$ cat config.mk
export PLATFORM = sky130hd
export DESIGN_NAME = instr_encoder_loader
export DESIGN_NICKNAME = d
export VERILOG_FILES = /design/src/rtl/instr_encoder_loader_pkg.sv /design/src/rtl/instr_encoder_loader_word_encoder.sv /design/src/rtl/instr_encoder_loader.sv
export SDC_FILE = /design/constraint.sdc
export NUM_CORES = 1
export LEC_CHECK = 0
export CAP_MARGIN = 20
export CORE_ASPECT_RATIO = 1.5
export CORE_UTILIZATION = 39
export CTS_CLUSTER_SIZE = 8
export DETAILED_ROUTE_END_ITERATION = 6
export PLACE_DENSITY_LB_ADDON = 0.08
export SLEW_MARGIN = 20
export SYNTH_ARGS = -nofsm -noshare
export SYNTH_HDL_FRONTEND = slang
export SYNTH_HIERARCHICAL = 1
export SYNTH_SLANG_ARGS = --single-unit
$ cat constraint.sdc
create_clock -name clk -period 2.25 [get_ports clk]
set_clock_uncertainty 0.15 [all_clocks]
set_input_delay 0.45 -clock clk [delete_from_list [all_inputs] [get_ports clk]]
set_output_delay 0.45 -clock clk [all_outputs]
set_load 0.05 [all_outputs]
$ cat src/rtl/instr_encoder_loader_pkg.sv
// Shared encodings for the instruction encoder/loader and the CPU decoder:
// internal opcode enum, MIPS op/func values, field positions and word builders.
package instr_encoder_loader_pkg;

  typedef enum logic [4:0] {
    OPC_ADD   = 5'd0,  OPC_ADDU  = 5'd1,  OPC_SUB   = 5'd2,  OPC_SUBU  = 5'd3,
    OPC_AND   = 5'd4,  OPC_OR    = 5'd5,  OPC_XOR   = 5'd6,  OPC_NOR   = 5'd7,
    OPC_SLT   = 5'd8,  OPC_SLTU  = 5'd9,  OPC_SLL   = 5'd10, OPC_SRL   = 5'd11,
    OPC_SRA   = 5'd12, OPC_SLLV  = 5'd13, OPC_SRLV  = 5'd14, OPC_SRAV  = 5'd15,
    OPC_JR    = 5'd16, OPC_ADDI  = 5'd17, OPC_ADDIU = 5'd18, OPC_SLTI  = 5'd19,
    OPC_SLTIU = 5'd20, OPC_ANDI  = 5'd21, OPC_ORI   = 5'd22, OPC_XORI  = 5'd23,
    OPC_LUI   = 5'd24, OPC_BEQ   = 5'd25, OPC_BNE   = 5'd26, OPC_LW    = 5'd27,
    OPC_SW    = 5'd28, OPC_J     = 5'd29, OPC_JAL   = 5'd30, OPC_ILLEGAL = 5'd31
  } opc_e;

  localparam logic [5:0] OP_RTYPE = 6'h00, OP_J    = 6'h02, OP_JAL   = 6'h03;
  localparam logic [5:0] OP_BEQ   = 6'h04, OP_BNE  = 6'h05, OP_ADDI  = 6'h08;
  localparam logic [5:0] OP_ADDIU = 6'h09, OP_SLTI = 6'h0A, OP_SLTIU = 6'h0B;
  localparam logic [5:0] OP_ANDI  = 6'h0C, OP_ORI  = 6'h0D, OP_XORI  = 6'h0E;
  localparam logic [5:0] OP_LUI   = 6'h0F, OP_LW   = 6'h23, OP_SW    = 6'h2B;

  localparam logic [5:0] FN_SLL  = 6'h00, FN_SRL  = 6'h02, FN_SRA  = 6'h03;
  localparam logic [5:0] FN_SLLV = 6'h04, FN_SRLV = 6'h06, FN_SRAV = 6'h07;
  localparam logic [5:0] FN_JR   = 6'h08, FN_ADD  = 6'h20, FN_ADDU = 6'h21;
  localparam logic [5:0] FN_SUB  = 6'h22, FN_SUBU = 6'h23, FN_AND  = 6'h24;
  localparam logic [5:0] FN_OR   = 6'h25, FN_XOR  = 6'h26, FN_NOR  = 6'h27;
  localparam logic [5:0] FN_SLT  = 6'h2A, FN_SLTU = 6'h2B;

  localparam int OP_LSB = 26, RS_LSB = 21, RT_LSB = 16, RD_LSB = 11, SH_LSB = 6;

  function automatic logic [31:0] r_word(input logic [4:0] rs, input logic [4:0] rt,
                                         input logic [4:0] rd, input logic [4:0] sh,
                                         input logic [5:0] fn);
    return (32'(OP_RTYPE) << OP_LSB) | (32'(rs) << RS_LSB) | (32'(rt) << RT_LSB) |
           (32'(rd) << RD_LSB) | (32'(sh) << SH_LSB) | 32'(fn);
  endfunction

  function automatic logic [31:0] i_word(input logic [5:0] op, input logic [4:0] rs,
                                         input logic [4:0] rt, input logic [15:0] imm);
    return (32'(op) << OP_LSB) | (32'(rs) << RS_LSB) | (32'(rt) << RT_LSB) | 32'(imm);
  endfunction

  function automatic logic [31:0] j_word(input logic [5:0] op, input logic [25:0] tgt);
    return (32'(op) << OP_LSB) | 32'(tgt);
  endfunction

endpackage

$ cat src/rtl/instr_encoder_loader_word_encoder.sv
// Combinational opcode+fields to 32-bit MIPS word; also usable as a golden model.
module instr_word_encoder
  import instr_encoder_loader_pkg::*;
(
  input  opc_e        opc_i,
  input  logic [4:0]  rs_i,
  input  logic [4:0]  rt_i,
  input  logic [4:0]  rd_i,
  input  logic [4:0]  shamt_i,
  input  logic [15:0] imm_i,
  input  logic [25:0] target_i,
  output logic [31:0] word_o,
  output logic        illegal_o
);

  always_comb begin
    word_o    = '0;
    illegal_o = 1'b0;
    case (opc_i)
      OPC_ADD:   word_o = r_word(rs_i, rt_i, rd_i, 5'd0, FN_ADD);
      OPC_ADDU:  word_o = r_word(rs_i, rt_i, rd_i, 5'd0, FN_ADDU);
      OPC_SUB:   word_o = r_word(rs_i, rt_i, rd_i, 5'd0, FN_SUB);
      OPC_SUBU:  word_o = r_word(rs_i, rt_i, rd_i, 5'd0, FN_SUBU);
      OPC_AND:   word_o = r_word(rs_i, rt_i, rd_i, 5'd0, FN_AND);
      OPC_OR:    word_o = r_word(rs_i, rt_i, rd_i, 5'd0, FN_OR);
      OPC_XOR:   word_o = r_word(rs_i, rt_i, rd_i, 5'd0, FN_XOR);
      OPC_NOR:   word_o = r_word(rs_i, rt_i, rd_i, 5'd0, FN_NOR);
      OPC_SLT:   word_o = r_word(rs_i, rt_i, rd_i, 5'd0, FN_SLT);
      OPC_SLTU:  word_o = r_word(rs_i, rt_i, rd_i, 5'd0, FN_SLTU);
      // immediate shifts take their amount from shamt, so rs is meaningless
      OPC_SLL:   word_o = r_word(5'd0, rt_i, rd_i, shamt_i, FN_SLL);
      OPC_SRL:   word_o = r_word(5'd0, rt_i, rd_i, shamt_i, FN_SRL);
      OPC_SRA:   word_o = r_word(5'd0, rt_i, rd_i, shamt_i, FN_SRA);
      OPC_SLLV:  word_o = r_word(rs_i, rt_i, rd_i, 5'd0, FN_SLLV);
      OPC_SRLV:  word_o = r_word(rs_i, rt_i, rd_i, 5'd0, FN_SRLV);
      OPC_SRAV:  word_o = r_word(rs_i, rt_i, rd_i, 5'd0, FN_SRAV);
      OPC_JR:    word_o = r_word(rs_i, 5'd0, 5'd0, 5'd0, FN_JR);
      OPC_ADDI:  word_o = i_word(OP_ADDI,  rs_i, rt_i, imm_i);
      OPC_ADDIU: word_o = i_word(OP_ADDIU, rs_i, rt_i, imm_i);
      OPC_SLTI:  word_o = i_word(OP_SLTI,  rs_i, rt_i, imm_i);
      OPC_SLTIU: word_o = i_word(OP_SLTIU, rs_i, rt_i, imm_i);
      OPC_ANDI:  word_o = i_word(OP_ANDI,  rs_i, rt_i, imm_i);
      OPC_ORI:   word_o = i_word(OP_ORI,   rs_i, rt_i, imm_i);
      OPC_XORI:  word_o = i_word(OP_XORI,  rs_i, rt_i, imm_i);
      OPC_LUI:   word_o = i_word(OP_LUI,   5'd0, rt_i, imm_i);
      OPC_BEQ:   word_o = i_word(OP_BEQ,   rs_i, rt_i, imm_i);
      OPC_BNE:   word_o = i_word(OP_BNE,   rs_i, rt_i, imm_i);
      OPC_LW:    word_o = i_word(OP_LW,    rs_i, rt_i, imm_i);
      OPC_SW:    word_o = i_word(OP_SW,    rs_i, rt_i, imm_i);
      OPC_J:     word_o = j_word(OP_J,   target_i);
      OPC_JAL:   word_o = j_word(OP_JAL, target_i);
      default:   illegal_o = 1'b1;
    endcase
  end

endmodule

$ cat src/rtl/instr_encoder_loader.sv
// Encodes loader requests into MIPS words and writes them to imem at an auto-incrementing address.
// ENC_READBACK_EN adds a CHECK state that compares imem_rdata against the written word (rb_err).
module instr_encoder_loader
  import instr_encoder_loader_pkg::*;
#(
  parameter int                ADDR_W   = 8,
  parameter logic [ADDR_W-1:0] RST_BASE = '0
) (
  input  logic              clk,
  input  logic              rst,
  input  logic              in_valid,
  output logic              in_ready,
  input  logic [4:0]        in_opc,
  input  logic [4:0]        in_rs,
  input  logic [4:0]        in_rt,
  input  logic [4:0]        in_rd,
  input  logic [4:0]        in_shamt,
  input  logic [15:0]       in_imm,
  input  logic [25:0]       in_target,
  input  logic              base_load,
  input  logic [ADDR_W-1:0] base_addr,
  output logic              imem_we,
  output logic [ADDR_W-1:0] imem_addr,
  output logic [31:0]       imem_wdata,
  input  logic [31:0]       imem_rdata,
`ifdef ENC_READBACK_EN
  output logic              rb_err,
`endif
  output logic [15:0]       wr_count,
  output logic              err
);

`ifdef ENC_READBACK_EN
  typedef enum logic [1:0] {S_IDLE, S_WRITE, S_CHECK} state_e;
  logic rb_err_q, rb_err_d;
`else
  typedef enum logic {S_IDLE, S_WRITE} state_e;
  logic unused_rdata;
  assign unused_rdata = ^imem_rdata;
`endif

  state_e            state_q, state_d;
  logic [ADDR_W-1:0] addr_q, addr_d;
  logic [31:0]       wdata_q, wdata_d;
  logic [15:0]       cnt_q, cnt_d;
  logic              err_q, err_d;
  logic [31:0]       enc_word;
  logic              enc_illegal;

  instr_word_encoder u_enc (
    .opc_i    (opc_e'(in_opc)),
    .rs_i     (in_rs),
    .rt_i     (in_rt),
    .rd_i     (in_rd),
    .shamt_i  (in_shamt),
    .imm_i    (in_imm),
    .target_i (in_target),
    .word_o   (enc_word),
    .illegal_o(enc_illegal)
  );

  always_ff @(posedge clk) begin
    if (rst) begin
      state_q <= S_IDLE;
      addr_q  <= RST_BASE;
      wdata_q <= '0;
      cnt_q   <= '0;
      err_q   <= 1'b0;
`ifdef ENC_READBACK_EN
      rb_err_q <= 1'b0;
`endif
    end else begin
      state_q <= state_d;
      addr_q  <= addr_d;
      wdata_q <= wdata_d;
      cnt_q   <= cnt_d;
      err_q   <= err_d;
`ifdef ENC_READBACK_EN
      rb_err_q <= rb_err_d;
`endif
    end
  end

  always_comb begin
    state_d = state_q;
    addr_d  = addr_q;
    wdata_d = wdata_q;
    cnt_d   = cnt_q;
    err_d   = err_q;
`ifdef ENC_READBACK_EN
    rb_err_d = rb_err_q;
`endif
    case (state_q)
      S_IDLE: begin
        // a base load in the accept cycle redirects this very word
        if (base_load) addr_d = base_addr;
        if (in_valid) begin
          if (enc_illegal) begin
            err_d = 1'b1;
          end else begin
            wdata_d = enc_word;
            state_d = S_WRITE;
          end
        end
      end
`ifdef ENC_READBACK_EN
      S_WRITE: state_d = S_CHECK;
      S_CHECK: begin
        if (imem_rdata != wdata_q) rb_err_d = 1'b1;
        addr_d  = addr_q + ADDR_W'(1);
        cnt_d   = (cnt_q == 16'hFFFF) ? cnt_q : cnt_q + 16'd1;
        state_d = S_IDLE;
      end
`else
      S_WRITE: begin
        addr_d  = addr_q + ADDR_W'(1);
        cnt_d   = (cnt_q == 16'hFFFF) ? cnt_q : cnt_q + 16'd1;
        state_d = S_IDLE;
      end
`endif
      default: state_d = S_IDLE;
    endcase
  end

  assign in_ready   = (state_q == S_IDLE);
  assign imem_we    = (state_q == S_WRITE);
  assign imem_addr  = addr_q;
  assign imem_wdata = wdata_q;
  assign wr_count   = cnt_q;
  assign err        = err_q;
`ifdef ENC_READBACK_EN
  assign rb_err     = rb_err_q;
`endif

endmodule

==> key figures, run 1 <==
Worst setup path
  • Arr. time, crit path: 1.58 ns
  • Critical path class: reg2out
  • Crit path max-delay family: buffers and inverters
  • R2R depth: 6
  • Crit Path Max Fanout: 7
  • CP Buf/Inv Count: 1
  • Worst setup EP type: output port
  • CP max-delay cell: clkdlybuf4s50_1
  • CP Depth: 1
  • Max stage delay on crit path: 0.84 ns
  • Reg2Reg Capture Point: wr_count[6]
  • CP startpoint: wr_count[3]
  • Worst path required time: 1.65 ns
  • Setup crit start kind: flip-flop
  • Critical path destination: wr_count[3]
  • Critical Path, Cell by Cell: clkdlybuf4s50_1
  • R2r setup slk: 0.27 ns
  • FF-to-FF Start: wr_count[0]

Power
  • Clock Power Share: 39.8%
  • Switching Share: 28.9%
  • Pint: 2.18 mW
  • Sequential share of power: 36.2%
  • Logic gate share of total power: 24.0%
  • Tot Pwr: 3.07 mW
  • Psw: 0.887 mW
  • IR drop worst, VDD: 530 uV
  • Static Leak: 1.99 nW
  • Power Dens Cells: 597 nW/um^2

Synth
  • Syn Std Cell Area: 3150 sq um
  • Synth cell types: 61
  • Flops & latches, synth: 58
  • Syn_nets: 523
  • Prevailing post-synth register cell: dfxtp_1
  • EDFF count, synth: 0
  • Cells after synthesis: 410
  • Async S/R FF share, synth: 0%
  • Sequential area share after synthesis: 36.9%
  • Syn avg cell area: 7.68 sq um
  • Ys Warns: 6

Clock network
  • Clock Tree Buf Depth: 2
  • Root Buffer: clkbuf_16
  • CTS buffer count: 9
  • Clock slew seen by the registers of the worst setup and hold paths: 0.05 ns
  • Hold-fix buffers, CTS: 0
  • CTS sink cnt: 58
  • Worst-Skew Late Latency: 0.32 ns
  • CTS tree: built
  • H-tree depth: 3

Timing
  • Slew Viols, Final: 0
  • Final worst-path cycle share: 97.1%
  • Final Hold Vio Count: 0
  • RSZ-0062 raised after global routing: no
  • Setup TNS Final: 0 ns
  • Final hold slack: 0.302 ns
  • Fmax: 458 MHz
  • Final worst path period need: 2.18 ns
  • Tightest Pin Transition: 0.589 ns
  • Setup violators final: 0
  • Relative slew slack: 60.6%

Final layout
  • Layout cells sized above 1: 14.0%
  • N_diodes: 0
  • Multi-input gate area: 1830 sq um
  • Area Overhead vs Synth: 63.2%
  • Sequential Area: 1160 sq um
  • Final nets: 680
  • Filler cell count: 710

Floorplanning
  • I/O pin cnt: 170
  • Die ar.: 8440 sq um
  • Core region area: 7710 sq um
  • Die Ht: 112 microns
  • Initial Util: 40.8%
  • Die X: 75.4 microns
  • # rows: 39

GRT
  • Vias in the first global route: 3384
  • Largest net degree at the start of global routing: 33
  • First-pass GRT wire length: 15.5 mm
  • Initial antenna violation count: 0
  • Congestion Overflow GR: 0
  • Overall Global Routing Usage: 24.2%

Drt
  • Drt initial violations: 103
  • Via count: 3580
  • Vias/cell: 5.31
  • # DRC: 0
  • Drt wl/cell: 14.8 microns
  • Detailed Routing Iterations Pass 1: 4
  • Post-route ant nets: 0
  • Routed wire length: 10.0 mm

Placed design
  • Port Buffer Count: 137
  • Final GP Congestion: 0.895
  • Detail Placement HPWL: 7.36 mm

Run
  • Max Cap Viol: 0

Worst hold path
  • Hold/Removal Path Class: reg2reg

Status
  • Status: finished, final reports clean
metal layers:
metal	part of all wire [%]	track usage [%]	vias to the layer above	wire length (microns)
met2	54	42.7	104	5370
met1	39	25.8	1667	3940
li1	-	-	1789	-
met4	3.3	13.2	0	327
met3	3.6	4.94	20	363
met5	0	0	-	0
repair_timing:
item,CTS,global route
pin swaps,0,2
setup buffers,0,0
hold endpoints to repair,0,0
setup endpoints to repair,5,29
resized for setup,1,14
cloned,0,1
Yosys cell counts, types with 2 or more instances:
cell type | instances | area (sq um)
nand4_1 | 7 | 43.8
a31oi_1 | 6 | 37.5
and3_1 | 5 | 31.3
or4_2 | 2 | 17.5
o21ai_1 | 4 | 20.0
buf_6 | 3 | 33.8
nand2b_1 | 3 | 18.8
nor3_1 | 8 | 40.0
nor2_1 | 23 | 86.3
nor4_1 | 2 | 12.5
or2_0 | 2 | 12.5
a32oi_1 | 2 | 17.5
nand2_1 | 91 | 342
ha_1 | 2 | 25.0
xnor2_1 | 2 | 17.5
nor2b_1 | 7 | 43.8
inv_1 | 12 | 45.0
a22o_1 | 12 | 105
o21ai_0 | 9 | 45.0
clkbuf_1 | 16 | 60.1
mux2i_1 | 4 | 40.0
or4_1 | 2 | 15.0
or3_2 | 4 | 30.0
buf_2 | 8 | 40.0
a22oi_1 | 6 | 45.0
o31ai_1 | 6 | 45.0
nand3_1 | 10 | 50.1
or3_1 | 3 | 18.8
a221oi_1 | 2 | 17.5
a21oi_1 | 55 | 275
a221o_1 | 5 | 50.1
dfxtp_1 | 58 | 1160
cell type report:
| class | count | area share (%) |
|---|---|---|
| Tap cell | 102 | 2.48 |
| Inverter | 12 | 0.877 |
| Timing Repair Buffer | 174 | 33.0 |
| Clock buffer | 11 | 4.73 |
| Clock inverter | 5 | 0.585 |
| Multi-Input combinational cell | 312 | 35.6 |
| Sequential cell | 58 | 22.7 |
sequential cells by signal, indices dropped and copies added (netlist names):
signal and cells:
imem_we 1, err 1, imem_addr 8, wr_count 16
imem_wdata 32
power groups by stage:
stage	Combinational (mW)	Sequential [mW]	Clock (mW)
after floorplan	0.236	1.28	0
after global placement	0.717	1.13	0
final	0.736	1.11	1.22
after CTS	0.728	1.11	1.26
after global routing	0.783	1.12	1.30
after detailed placement	0.722	1.13	0
worst min-delay path by stage:
stage,slack (ns),to,depth (start not counted),start
CTS,0.31,imem_wdata[12],2,imem_wdata[12]
floorplan,0.46,imem_addr[0],2,base_addr[0]
global route,0.32,imem_wdata[7],2,imem_wdata[7]
global placement,0.29,imem_wdata[8],2,imem_wdata[8]
finish,0.30,imem_wdata[9],2,imem_wdata[9]
detailed placement,0.30,imem_wdata[12],2,imem_wdata[12]
metrics by stage:
| stage | util (%) | worst slack, ns | instance area (sq um) | cells |
|---|---|---|---|---|
| finish | 66.6 | 0.0660 | 5140 | 674 |
| global route | 66.6 | 0.00315 | 5140 | 674 |
| CTS | 66.0 | 0.00271 | 5090 | 673 |
| detailed placement | 62.4 | -0.368 | 4810 | 657 |
| global placement | 62.4 | -0.335 | 4810 | 657 |
| floorplan | - | 0.144 | 3150 | 410 |
layout by cell type, fill, tap and decap left out, drive strengths merged, types with 2 or more instances in the layout:
| master | n |
|---|---|
| buf | 41 |
| nor3 | 8 |
| ha | 2 |
| a21oi | 55 |
| o31ai | 6 |
| o21ai | 14 |
| a31oi | 6 |
| dlymetal6s2s | 6 |
| clkinvlp | 2 |
| nor2b | 7 |
| or4 | 4 |
| a211oi | 3 |
| a22oi | 6 |
| nor4 | 3 |
| nor2 | 23 |
| dfxtp | 58 |
| mux2i | 4 |
| clkbuf | 11 |
| or3 | 7 |
| a22o | 12 |
| xnor2 | 2 |
| nand2 | 91 |
| and4 | 2 |
| a221o | 5 |
| and3 | 5 |
| clkinv | 3 |
| nand3 | 12 |
| inv | 12 |
| nand4 | 7 |
| or2 | 2 |
| a32oi | 2 |
| nand2b | 3 |
| o41ai | 2 |
| a221oi | 2 |
| clkdlybuf4s50 | 127 |
| o211ai | 2 |
logic make-up after synthesis:
group,synth area share (%)
simple gates,27.4
compound gates,26.4
flops,36.9
buf+inv,5.92
mux,1.63
xor+xnor,0.835
fa+ha+maj,0.795
other cells,0.119
No activity file was read; power rests on OpenSTA's default activity.
==> run 2, diff against run 1 <==
--- a/config.mk
+++ b/config.mk
@@ -7,7 +7,7 @@
 export LEC_CHECK = 0
 export CAP_MARGIN = 20
 export CORE_ASPECT_RATIO = 1.5
-export CORE_UTILIZATION = 39
+export CORE_UTILIZATION = 36
 export CTS_CLUSTER_SIZE = 8
 export DETAILED_ROUTE_END_ITERATION = 6
 export PLACE_DENSITY_LB_ADDON = 0.08
==> constraint.sdc (replaced) <==
create_clock -name clk -period 1.91 [get_ports clk]
set_clock_uncertainty 0.15 [all_clocks]
set_input_delay 0.382 -clock clk [delete_from_list [all_inputs] [get_ports clk]]
set_output_delay 0.382 -clock clk [all_outputs]
set_load 0.05 [all_outputs]
==> run 2 against run 1 <==
Against the previous run:
- via count rose by 0.95%
- non-clock buffer count rose by 4
- global-route usage is 1.5 points lower
- register-to-register slack worse by 0.23 ns
- core utilization down 6.4 points
- clock-buffer cell count grew 3
- cell count increased by 1.3%
- wire length grew 0.41%
==> key figures, run 2 (same netlist as run 1, synthesis figures left out) <==
Final layout
  • Finished Layout Cells: 683
  • Area Overhead vs Synth: 62.0%
  • Max reg flops: 32
  • Most common cell after layout, fill and taps aside: buf_4
  • Final nets: 684
  • Layout cells sized above 1: 27.1%
  • N_diodes: 0
  • Fin area: 5100 sq um
  • Filler cell count: 825
  • Final core utilization: 60.2%
  • Most frequent cells in the layout: 92 x buf_4, 91 x nand2_1, 72 x clkdlybuf4s50_1

GRT
  • Congestion Overflow GR: 0
  • Initial antenna violation count: 0
  • Overall Global Routing Usage: 22.7%
  • First-pass GRT wire length: 16.2 mm
  • Vias in the first global route: 3501
  • Largest net degree at the start of global routing: 34

Worst setup path
  • Worst setup EP type: flip-flop
  • Crit Path Max Fanout: 10
  • Setup crit start kind: flip-flop
  • Critical path class: reg2reg
  • Arr. time, crit path: 1.96 ns
  • Worst path required time: 2.00 ns

Power
  • Psw: 1.04 mW
  • Tot Pwr: 3.77 mW
  • Switching Share: 27.7%
  • IR drop worst, VDD: 415 uV
  • Clock Power Share: 42.8%
  • Static Leak: 2.07 nW
  • Sequential share of power: 34.7%
  • Logic gate share of total power: 22.5%
  • Power Dens Cells: 740 nW/um^2
  • Pint: 2.73 mW

Drt
  • Drt initial violations: 124
  • DR top layer: met4
  • WL met2: 5.57 mm
  • WL met1: 3.78 mm
  • Drt wl/cell: 14.7 microns
  • Routed wire length: 10.0 mm
  • Post-route ant nets: 0
  • Via count: 3614
  • Detailed Routing Iterations Pass 1: 5
  • Vias/cell: 5.29
  • # DRC: 0
  • Met3 wire length: 469 microns

Placed design
  • Dpl cell area: 4750 sq um
  • Cells after DPL: 666
  • DP Worst Slack: -0.480 ns
  • Final GP Congestion: 0.932
  • Port Buffer Count: 137
  • Detail Placement HPWL: 7.62 mm

Timing
  • Final Hold Vio Count: 0
  • Fmax: 535 MHz
  • Final worst setup slack: 0.0403 ns
  • Final worst path period need: 1.87 ns
  • Final hold slack: 0.217 ns
  • Setup TNS Final: 0 ns
  • Slew Viols, Final: 0
  • Setup violators final: 0
  • Final worst-path cycle share: 97.9%

Clock network
  • Worst-Skew Late Latency: 0.32 ns
  • Root Buffer: clkbuf_16
  • CTS tree: built
  • Clock slew seen by the registers of the worst setup and hold paths: 0.05 ns
  • CTS sink cnt: 58
  • Clock Tree Buf Depth: 2
  • H-tree depth: 3
  • CTS buffer count: 9

Floorplanning
  • Die ar.: 9130 sq um
  • Die Ht: 117 microns
  • Die X: 78.4 microns
  • Initial Util: 37.2%
  • Core region area: 8460 sq um
  • I/O pin cnt: 170
  • # rows: 41

Run
  • Max Cap Viol: 0

Status
  • Status: finished, final reports clean

Worst hold path
  • Hold/Removal Path Class: in2reg
==> run 2: cell types whose count changed in the layout (fill, tap and decap cells not counted), sizes merged <==
cell	previous run	this run
clkbuf	11	14
dlygate4sd2	0	4
clkinvlp	2	0
clkdlybuf4s50	127	72
bufinv	0	1
clkinv	3	1
dlymetal6s2s	6	1
buf	41	101
==> run 2: final timing paths <==
path | from | end | slack [ns] | depth (start not counted)
setup / recovery | wr_count[0] | wr_count[6] | 0.04 | 6
hold reg to reg | imem_wdata[13] | imem_wdata[13] | 0.31 | 2
hold / removal | rst | wr_count[15] | 0.22 | 2
setup reg to reg | wr_count[0] | wr_count[6] | 0.04 | 6
==> run 2: power groups by stage <==
stage	logic [mW]	registers [mW]	clock network, mW
2_1_floorplan	0.278	1.51	0
3_3_place_gp	0.844	1.33	0
3_5_place_dp	0.849	1.33	0
4_1_cts	0.852	1.31	1.65
5_1_grt	0.914	1.31	1.71
6_report	0.850	1.31	1.61
==> run 2: cell type report <==
class	count	area, sq um	area share (%)
Clock buffer	14	264	5.18
Clock inverter	2	35.0	0.687
Inverter	12	45.0	0.883
Multi-Input combinational cell	312	1840	36.0
Sequential cell	58	1190	23.3
Tap cell	107	134	2.63
Timing Repair Buffer	178	1600	31.3
==> run 2: metal layers <==
layer  GRT usage [%]  up-vias
met1            24.0     1684
met3            4.53       15
met4            9.38        0
met2            43.5      117
li1                -     1798
met5               0        -
==> run 2: timing repair <==
| action | in CTS | in global routing |
|---|---|---|
| gates resized for setup | 7 | 8 |
| setup buffers | 1 | 0 |
| setup endpoints to repair | 32 | 34 |
| hold buffers | 0 | 0 |
| pin swaps | 1 | 1 |
==> run 2: critical path, stage by stage (launching register included) <==
cell	delay [ns]
dfxtp_4	0.34
ha_2	0.20
nand3_4	0.12
o41ai_4	0.09
buf_4	0.18
or4_2	0.57
a21oi_2	0.15
